`src/rtl/key_event_queue.sv`:
```
// Turns debounced key levels into press/release/auto-repeat events and queues
// them in a 4-deep FIFO behind a valid/ready port.
module key_event_queue #(
  parameter logic [23:0] HOLD_CYC   = 24'd1_000_000,
  parameter logic [23:0] REPEAT_CYC = 24'd250_000
) (
  input  logic       clk,
  input  logic       n_reset,
  input  logic [3:0] press,
  input  logic       ev_ready,
  output logic       ev_valid,
  output logic [1:0] ev_key,
  output logic [1:0] ev_type,
  output logic       overflow
);

  localparam logic [23:0] HOLD_LAST   = HOLD_CYC - 24'd1;
  localparam logic [23:0] REPEAT_LOAD = HOLD_CYC - REPEAT_CYC;
  localparam logic [1:0]  TYPE_PRESS   = 2'b00;
  localparam logic [1:0]  TYPE_RELEASE = 2'b01;
  localparam logic [1:0]  TYPE_REPEAT  = 2'b10;

  logic [3:0]  press_q;
  logic [3:0]  rise_s;
  logic [3:0]  fall_s;
  logic [3:0]  rep_s;
  logic [23:0] hold_q [4];
  logic [23:0] hold_d [4];

  // Bit order is arbitration priority: [3:0] press, [7:4] repeat, [11:8] release.
  logic [11:0] pend_q;
  logic [11:0] pend_d;
  logic [11:0] ev_s;
  logic [11:0] grant_s;
  logic        drop_s;
  logic        found_s;
  logic [3:0]  sel_s;
  logic [1:0]  sel_type_s;

  logic        push_s;
  logic        pop_s;
  logic [3:0]  mem_q [4];
  logic [1:0]  wr_q;
  logic [1:0]  rd_q;
  logic [2:0]  cnt_q;
  logic [2:0]  cnt_d;
  logic        overflow_q;

  assign rise_s = press & ~press_q;
  assign fall_s = ~press & press_q;

  // Per-key hold counters; reaching the last hold cycle emits a repeat and
  // rewinds so later repeats come REPEAT_CYC apart.
  always_comb begin
    rep_s = 4'b0000;
    for (int k = 0; k < 4; k++) begin
      hold_d[k] = hold_q[k];
      if (!press[k] || rise_s[k]) begin
        hold_d[k] = 24'd0;
      end else if (hold_q[k] == HOLD_LAST) begin
        rep_s[k]  = 1'b1;
        hold_d[k] = REPEAT_LOAD;
      end else begin
        hold_d[k] = hold_q[k] + 24'd1;
      end
    end
  end

  // Fixed-priority pick of the lowest set pending flag.
  always_comb begin
    sel_s = 4'd0;
    for (int i = 11; i >= 0; i--) begin
      sel_s = pend_q[i] ? 4'(i) : sel_s;
    end
    found_s = |pend_q;
    push_s  = found_s & ~cnt_q[2];
    grant_s = push_s ? (12'b1 << sel_s) : 12'b0;
  end

  // Map the selected flag group back to its event type code.
  always_comb begin
    case (sel_s[3:2])
      2'd0:    sel_type_s = TYPE_PRESS;
      2'd1:    sel_type_s = TYPE_REPEAT;
      2'd2:    sel_type_s = TYPE_RELEASE;
      default: sel_type_s = TYPE_PRESS;
    endcase
  end

  // Pending-flag update: an event hitting an already-set flag is lost, even if
  // that flag is being granted this cycle; a release kills a stale repeat.
  always_comb begin
    ev_s   = {fall_s, rep_s, rise_s};
    drop_s = |(ev_s & pend_q);
    pend_d = (pend_q & ~grant_s) | (ev_s & ~pend_q);
    pend_d[7:4] = pend_d[7:4] & ~fall_s;
  end

  assign pop_s = (cnt_q != 3'd0) & ev_ready;

  // FIFO occupancy.
  always_comb begin
    case ({push_s, pop_s})
      2'b10:   cnt_d = cnt_q + 3'd1;
      2'b01:   cnt_d = cnt_q - 3'd1;
      default: cnt_d = cnt_q;
    endcase
  end

  // Edge detect, hold counters, pending flags and sticky overflow.
  always_ff @(posedge clk or negedge n_reset) begin
    if (!n_reset) begin
      press_q    <= 4'b0000;
      pend_q     <= 12'b0;
      overflow_q <= 1'b0;
      for (int k = 0; k < 4; k++) begin
        hold_q[k] <= 24'd0;
      end
    end else begin
      press_q    <= press;
      pend_q     <= pend_d;
      overflow_q <= overflow_q | drop_s;
      for (int k = 0; k < 4; k++) begin
        hold_q[k] <= hold_d[k];
      end
    end
  end

  // Event FIFO storage and pointers.
  always_ff @(posedge clk or negedge n_reset) begin
    if (!n_reset) begin
      wr_q  <= 2'd0;
      rd_q  <= 2'd0;
      cnt_q <= 3'd0;
      for (int e = 0; e < 4; e++) begin
        mem_q[e] <= 4'h0;
      end
    end else begin
      cnt_q <= cnt_d;
      if (push_s) begin
        mem_q[wr_q] <= {sel_s[1:0], sel_type_s};
        wr_q        <= wr_q + 2'd1;
      end
      if (pop_s) begin
        rd_q <= rd_q + 2'd1;
      end
    end
  end

  assign ev_valid = (cnt_q != 3'd0);
  assign ev_key   = mem_q[rd_q][3:2];
  assign ev_type  = mem_q[rd_q][1:0];
  assign overflow = overflow_q;

endmodule
```
`config.mk`:
```
export PLATFORM = sky130hd
export DESIGN_NAME = key_event_queue
export DESIGN_NICKNAME = d
export VERILOG_FILES = /design/src/rtl/key_event_queue.sv
export SDC_FILE = /design/constraint.sdc
export NUM_CORES = 1
export LEC_CHECK = 0
export CORE_MARGIN = 3
export CORE_UTILIZATION = 62
export DETAILED_ROUTE_END_ITERATION = 8
export PLACE_DENSITY_LB_ADDON = 0.2
export RECOVER_POWER = 100
export SLEW_MARGIN = 15
export SYNTH_ARGS = -nofsm -noshare
export SYNTH_HDL_FRONTEND = slang
export SYNTH_SLANG_ARGS = --single-unit
```
`constraint.sdc`:
```
create_clock -name clk -period 3.1 [get_ports clk]
set_clock_uncertainty 0.1 [all_clocks]
set_input_delay 0.31 -clock clk [delete_from_list [all_inputs] [get_ports clk]]
set_output_delay 0.31 -clock clk [all_outputs]
set_load 0.02 [all_outputs]
```
## Word-level counts from Yosys, hierarchy flattened

Cells that the tools add are included.

- Eq/ne operators: 8
- Reduce and logical (&&, ||, !) cells: 13
- $add $sub $neg: 8
- Shift-type cells: 1
- Muxes and demuxes: 37
- Bitwise gates (word level): 18
- Magnitude comparators: 3

Operator list:

| cell | number |
|---|---|
| 24-bit 2-to-1 mux | 8 |
| 24-bit by 1-bit adder with 24-bit output (second input constant) | 4 |
| 24-bit by 20-bit == test with 1-bit output (second input constant) | 4 |
| 4-bit 2-to-1 mux | 15 |
| 12-bit AND | 3 |
| 12-bit inverter | 2 |
| 12-bit OR reduction | 2 |
| 16-bit bitwise mux | 1 |
| 4-bit AND | 3 |
| 12-bit 2-to-1 mux | 1 |
| 4-bit inverter | 3 |
| 12-bit OR | 1 |
| 1-bit by 4-bit << shifter with 12-bit output (first input constant) | 1 |
| 4-bit binary-select mux with 2-bit select | 1 |
| 4-bit demux with 2-bit select | 1 |
| 1-bit 2-to-1 mux | 8 |
| 3-bit greater-or-equal comparator (second input constant) | 2 |
| 2-bit inverter with 3-bit output | 2 |
| 3-bit case mux with 2 select lines | 1 |
| 2-bit by 1-bit adder with 2-bit output (second input constant) | 2 |
| 2-bit by 1-bit == test with 1-bit output (second input constant) | 2 |
| 2-bit == test (second input constant) | 2 |
| 1-bit logical NOT | 4 |
| 1-bit logical OR | 4 |
| other kinds (10) | 11 |

- Bits in registers: 136
- Output and inout bits: 6

## Longest topological paths before layout

Gate-level depths: netlist (run 1).

- Depth in word-level cells: 18
- Gate-level depth with buffers: 11
- Depth with buffers taken out: 10

## Least setup slack after synthesis (run 1)

OpenSTA, ideal clock, no wires.

- Path kind: reg-to-reg
- Start point: reg pend_q[8]
- End point: reg cnt_q[2]
- Setup time: 79 ps
- Path slack: 821 ps
- Stages on the path, launching flop included: 10
- Arrival: 2,100 ps
- Path buffers: 0
- Cells stage by stage: dfrtp_1 > nor4_2 > a31oi_4 > inv_1 > ha_1 > inv_1 > fa_1 > xor2_1 > nor2_1 > xor2_1

- Longest elaborated chain between the ends: 4
- Elaborated cells between the ends (all ways): 6
- Classes of those cells: eq/ne: 2; mux: 1; bitwise: 1; reduce/logical: 2

Ends and longest elaborated chain:

| element | RTL line | RTL |
|---|---|---|
| start, declared | 31 | `logic [11:0] pend_q;` |
| start signal, assigned | 121 | `pend_q <= pend_d;` |
| 12-bit OR reduction * | 75 | `found_s = \|pend_q;` |
| 1-bit AND * | 76 | `push_s = found_s & ~cnt_q[2];` |
| 2-bit by 1-bit == test with 1-bit output / 2-bit == test (equally long branches) | 103 | `case ({push_s, pop_s})` |
| 3-bit case mux with 2 select lines / 2-bit nonzero test (equally long branches) | - |  |
| end signal, assigned | 139 | `cnt_q <= cnt_d;` |
| end, declared | 45 | `logic [2:0] cnt_q;` |

Every way passes the cells marked *; elsewhere a longest branch is shown, timed or not.
A chain may end at the register's enable or synchronous reset.

## Worst setup path after layout (run 1)

- Start point: reg rd_q[0]
- End point: out ev_type[0]

- Longest elaborated chain between the ends: 4

Ends and longest elaborated chain:

| element | RTL line | RTL |
|---|---|---|
| start, declared | 44 | `logic [1:0] rd_q;` |
| start signal, assigned | 145 | `rd_q <= rd_q + 2'd1;` |
| 2-bit inverter with 3-bit output (implied by the code) | 152 | `assign ev_type = mem_q[rd_q][1:0];` |
| 4-bit binary-select mux with 2-bit select | 152 |  |
| 4-bit 2-to-1 mux (implied by the code) (2 in a row) | 152 |  |
| end, declared | 13 | `output logic [1:0] ev_type,` |

No other way between the ends. The select of a mux whose other input is x is not followed.

==> results of run 1 <==
-- kinds of logic (layout without fill, tap and decap cells) --
logic type / count (synthesis) / after routing / share of synthesized area (%)
simple gates: 294 / 294 / 23.8
flops: 136 / 136 / 49.9
xor+xnor: 94 / 94 / 12.1
compound gates: 61 / 61 / 5.86
buf+inv: 36 / 67 / 2.94
mux: 17 / 17 / 3.45
fa+ha+maj: 10 / 10 / 1.95
-- registers in the layout, indices dropped and copies added (netlist names) --
register and count:
overflow 1, press_q 4, hold_q 96, mem_q 16, wr_q 2, cnt_q 3, rd_q 2, pend_q 12
-- worst max-delay path, stage by stage (launching register included) --
cell and delay (ns):
dfrtp_1 0.53, mux4_2 0.55, dlygate4sd3_1 0.66
-- metal layers --
layer	global-route usage (%)	share of wire, %	vias to the layer above
met5	0	0	-
met4	8.87	1.6	0
met3	6.17	3.7	18
met2	36.1	49	92
met1	31.3	46	2372
li1	-	-	2295
-- timing repair --
item / 4_1_cts / 5_1_grt
hold buffers: 1 / 0
gates resized for setup: 0 / 0
endpoints found under the setup margin: 0 / 0
endpoints found under the hold margin: 77 / 0
-- placed cells by master (no fill, tap or decap), types with 6 or more instances in the layout --
master / instances
a21oi_1: 27
and3_1: 12
clkbuf_16: 16
clkbuf_8: 8
dfrtp_1: 136
dlygate4sd3_1: 11
ha_1: 9
inv_1: 18
mux2_2: 12
nand2_1: 41
nand3_1: 50
nand4_1: 24
nor2_1: 102
nor2b_1: 8
nor3_1: 10
nor4_1: 13
nor4b_1: 7
o21ai_0: 11
or3_1: 6
xnor2_1: 34
xor2_1: 60
-- worst paths after layout --
path,endpoint,start,slack (ns),cells after the start
max,ev_type[0],rd_q[0],0.42,2
min,press_q[3],press[3],0.37,1
max reg2reg,cnt_q[2],pend_q[8],0.59,9
min reg2reg,hold_q[48],hold_q[48],0.38,1
max in group asynchronous,hold_q[46],n_reset,0.72,3
min in group asynchronous,mem_q[6],n_reset,0.78,2
-- final cells by class --
class,instances,area (µm²)
Sequential cell,136,3400
Multi-Input combinational cell,476,3060
Fill cell,765,3010
Clock buffer,26,518
Tap cell,136,170
Timing Repair Buffer,17,144
Clock inverter,6,133
Inverter,18,67.6
-- per-stage QoR --
step	instance area [µm²]	utilization [%]	power [µW]	hold WS, ns
3_3_place_gp	7000	66.6	3040	0.298
6_report	7500	71.3	5180	0.370
2_1_floorplan	6810	-	2820	-0.0856
3_5_place_dp	7000	66.6	3070	0.297
5_1_grt	7500	71.3	5440	0.348
4_1_cts	7660	72.9	5280	0.294
-- power by group --
group | internal, µW | switching [µW]
sequential | 1950 | 193
combinational | 409 | 470
clock | 1460 | 705
total | 3820 | 1370
==> flow_summary_export.csv, run 1 <==
group,metric,value,unit
logic_synthesis,ys_seq_area_share,49.9,%
pwr,p_per_area,692,nW/µm²
global_routing,grt_overflow,0,
logic_synthesis,syn_avg_cell_area,10.5,µm²
logic_synthesis,synth_async_sr_flop_share,100,%
route,ant_nets,0,
critical_path,critPathArrivalTime,2.27,ns
hold_path,hp-class,"input port to flip-flop",
critical_path,crit_type,"flip-flop to output port",
logic_synthesis,yosysMostFrequentCell,"dfrtp_1",
clocking,post_cts_buffers,0,
clocking,path_clk_slew,0.06,ns
clocking,clock_sinks,136,
clocking,cts_buffers,17,
timing,timing.final.crit_share,86.6,%
final_layout,instances_no_fill,815,
floorplanning,initial_utilization,64.8,%
timing,slew_viol_final,81,
clocking,clock_latency,0.53,ns
global_routing,grt_pass1_vias,4839,
status,failed_checks,"capacitance limit, slew limit",
critical_path,worstSetupStartpointType,"flip-flop",
logic_synthesis,synth-main-ff-cell,"dfrtp_1",
timing,max_freq,372,MHz
route,routedWlPerCell,16.2,µm
floorplanning,io_pins,13,
final_layout,nNetsFinal,683,
floorplanning,die_h,111,µm
logic_synthesis,ys_warn_count,0,
route,routed_wirelength,13200,µm
clocking,tritoncts,"yes",
logic_synthesis,synth_fp_nets,665,
clocking,cts_root_buffer,"clkbuf_8",
timing,hold_viol,0,
logic_synthesis,synthTopCellsByCount,"136 x dfrtp_1, 102 x nor2_1, 60 x xor2_1",
floorplanning,die-area,12300,µm²
global_routing,grt_usage,23.2,%
place,dp_hpwl,8760,µm
logic_synthesis,post_synth_instance_area,6810,µm²
clocking,cts_buffer_depth,2,
timing,rsz0062_at_grt,"false",
critical_path,crit_required,2.69,ns
final_layout,diodes,0,
clocking,cts_max_level,4,
global_routing,grt_max_degree,81,
timing,fin_crit,2.68,ns
critical_path,end_kind,"output port",
pwr,p_leak,0.00307,µW
place,portBuffers,12,
logic_synthesis,synth_top_area_cell,"dfrtp_1",
job,cap_violations,1,
route,drtIter0Drc,344,
global_routing,antenna_found_initial,0,
place,gp_congestion,0.872,
logic_synthesis,synth-edff-count,0,
place,dp.cells,782,
timing,setup_tns,0,ns
logic_synthesis,ys_top_cells_by_area,"dfrtp_1 50%, xor2_1 7.7%, nor2_1 5.6%",
timing,setup_viol,0,
logic_synthesis,yosysTopAreaCellShare,49.9,%
pwr,ir_drop,615,µV
floorplanning,die_w,111,µm
timing,worst_pin_slew,1.95,ns
global_routing,grt_pass1_wl,23100,µm
logic_synthesis,synthDistinctLibCells,57,
critical_path,critPathMaxFanout,6,
timing,setup_ws,0.415,ns
final_layout,layout-drive-gt1-share,8.84,%
floorplanning,core-area,10500,µm²
timing,relSlewSlack,-30.0,%
logic_synthesis,ys_ff_latch,136,
status,status,"finished, violations left",
route,first_pass_iters,5,
route,route.detailed.drc,0,
route,vias,4777,
place,pre_cts_slack,0.620,ns
final_layout,area.growth.synth_to_final,10.0,%
logic_synthesis,netlist_instances,648,
route,viasPerCell,5.86,
floorplanning,row_count,37,
(Power assumes the default switching activity.)
==> run 2, diff against run 1 <==
--- a/constraint.sdc
+++ b/constraint.sdc
@@ -4,2 +4,2 @@
 set_output_delay 0.31 -clock clk [all_outputs]
-set_load 0.02 [all_outputs]
+set_load 0.01 [all_outputs]
==> flow_summary_export.csv, run 2 (synthesis results as in run 1) <==
group,metric,value,unit
status,status,"finished, violations left",
status,failed_checks,"capacitance limit, slew limit",
route,viasPerCell,5.87,
route,route.detailed.drc,0,
pwr,p_sw,1370,µW
route,routed_wirelength,13200,µm
global_routing,grt_max_degree,81,
timing,setup_viol,0,
global_routing,grt_usage,23.5,%
timing,max_freq,375,MHz
critical_path,crit_type,"flip-flop to output port",
route,routedWlPerCell,16.2,µm
place,dp_hpwl,8720,µm
critical_path,critPathArrivalTime,2.26,ns
clocking,tritoncts,"yes",
critical_path,cpMaxStageDelayCell,"dlygate4sd3_1",
timing,slew_viol_final,81,
pwr,p_leak,0.00306,µW
critical_path,critPathMaxFanout,6,
final_layout,mostFrequentLayoutCell,"dfrtp_1",
global_routing,grt_pass1_vias,4886,
route,drtIter0Drc,411,
pwr,p_per_area,695,nW/µm²
floorplanning,initial_utilization,64.8,%
clocking,path_clk_slew,0.06,ns
clocking,cts_buffer_depth,2,
clocking,clock_latency,0.54,ns
route,ant_nets,0,
pwr,p_int,3840,µW
critical_path,path_cells,"mux4_2 > dlygate4sd3_1",
clocking,cts_root_buffer,"clkbuf_8",
timing,setup_tns,0,ns
final_layout,reg.largest.list,"hold_q: 96 flops, mem_q: 16 flops, pend_q: 12 flops",
floorplanning,core-area,10500,µm²
floorplanning,io_pins,13,
floorplanning,die_h,111,µm
pwr,ir_drop,509,µV
critical_path,worstSetupStartpointType,"flip-flop",
hold_path,hp-class,"input port to flip-flop",
final_layout,layout-drive-gt1-share,8.98,%
timing,relSlewSlack,-30.4,%
critical_path,crit_required,2.69,ns
place,dp.cells,782,
global_routing,antenna_found_initial,1,
pwr,finalPower,5210,µW
place,portBuffers,12,
pwr,p_clk_share,42.9,%
clocking,cts_resized,0,
route,vias,4786,
timing,timing.final.crit_share,86.0,%
pwr,pwr-share-comb,16.1,%
floorplanning,die-area,12300,µm²
route,first_pass_iters,5,
final_layout,final_cell_mix,"136 x dfrtp_1, 102 x nor2_1, 60 x xor2_1",
global_routing,grt_pass1_wl,23500,µm
clocking,clock_sinks,136,
place,gp_congestion,0.872,
timing,rsz0062_at_grt,"false",
floorplanning,die_w,111,µm
final_layout,seqCellArea,3400,µm²
timing,hold_slack,0.362,ns
critical_path,end_kind,"output port",
final_layout,nNetsFinal,683,
clocking,post_cts_buffers,0,
final_layout,multiInputGateArea,3050,µm²
timing,fin_crit,2.67,ns
pwr,p_sw_share,26.3,%
clocking,ctsHoldBuffers,1,
final_layout,largest_register,"hold_q",
final_layout,fillers,734,
final_layout,instances_no_fill,816,
final_layout,largest_reg_flops,96,
clocking,cts_buffers,17,
floorplanning,row_count,37,
pwr,p_seq_share,41.0,%
final_layout,area.growth.synth_to_final,10.0,%
clocking,cts_max_level,4,
critical_path,cpPeakStageDelay,0.62,ns
timing,hold_viol,0,
global_routing,grt_overflow,0,
timing,worst_pin_slew,1.96,ns
job,cap_violations,1,
run 2: final timing paths:
kind | cells past startpoint | slack, ns | endpoint | from
min | 1 | 0.36 | press_q[1] | press[1]
min reg2reg | 1 | 0.39 | hold_q[48] | hold_q[48]
max reg2reg | 10 | 0.58 | cnt_q[2] | pend_q[6]
max | 2 | 0.43 | ev_type[0] | rd_q[0]
max in group asynchronous | 3 | 0.73 | hold_q[46] | n_reset
min in group asynchronous | 2 | 0.77 | mem_q[14] | n_reset
run 2: cell type report:
| type | count | share of cell area (%) |
|---|---|---|
| flip-flops and latches | 136 | 45.4 |
| multi-input cells | 476 | 40.7 |
| clock buffers | 19 | 5.76 |
| clock inverters | 13 | 3.00 |
| well taps | 136 | 2.27 |
| repair buffers | 17 | 1.92 |
| inverters | 18 | 0.901 |
| diodes | 1 | 0.0334 |
run 2: per-layer routing:
metal,vias up,part of all wire (%),global-route usage (%)
li1,2291,-,-
met1,2366,46,31.7
met2,108,49,36.7
met3,21,4.1,5.90
met4,0,1.6,9.03
met5,-,0,0
run 2: worst max-delay path: cells and delay by family, from the launching register on:
family | cells | cell delay [ns]
buffers and inverters | 1 | 0.62
DFF | 1 | 0.54
muxes | 1 | 0.56
run 2: metrics by stage:
| step | cell area [µm²] | worst slack (ns) | util, % |
|---|---|---|---|
| floorplan | 6810 | 0.821 | - |
| global placement | 7000 | 0.704 | 66.6 |
| detailed placement | 7000 | 0.630 | 66.6 |
| CTS | 7670 | 0.511 | 73.0 |
| global route | 7500 | 0.267 | 71.3 |
| finish | 7500 | 0.435 | 71.3 |
run 2: power by group through the flow:
stage / logic (µW) / clock network (µW) / registers, µW
global placement: 858 / 0 / 2160
CTS: 899 / 2270 / 2140
detailed placement: 885 / 0 / 2170
global route: 928 / 2350 / 2170
floorplan: 705 / 0 / 2080
finish: 836 / 2240 / 2140
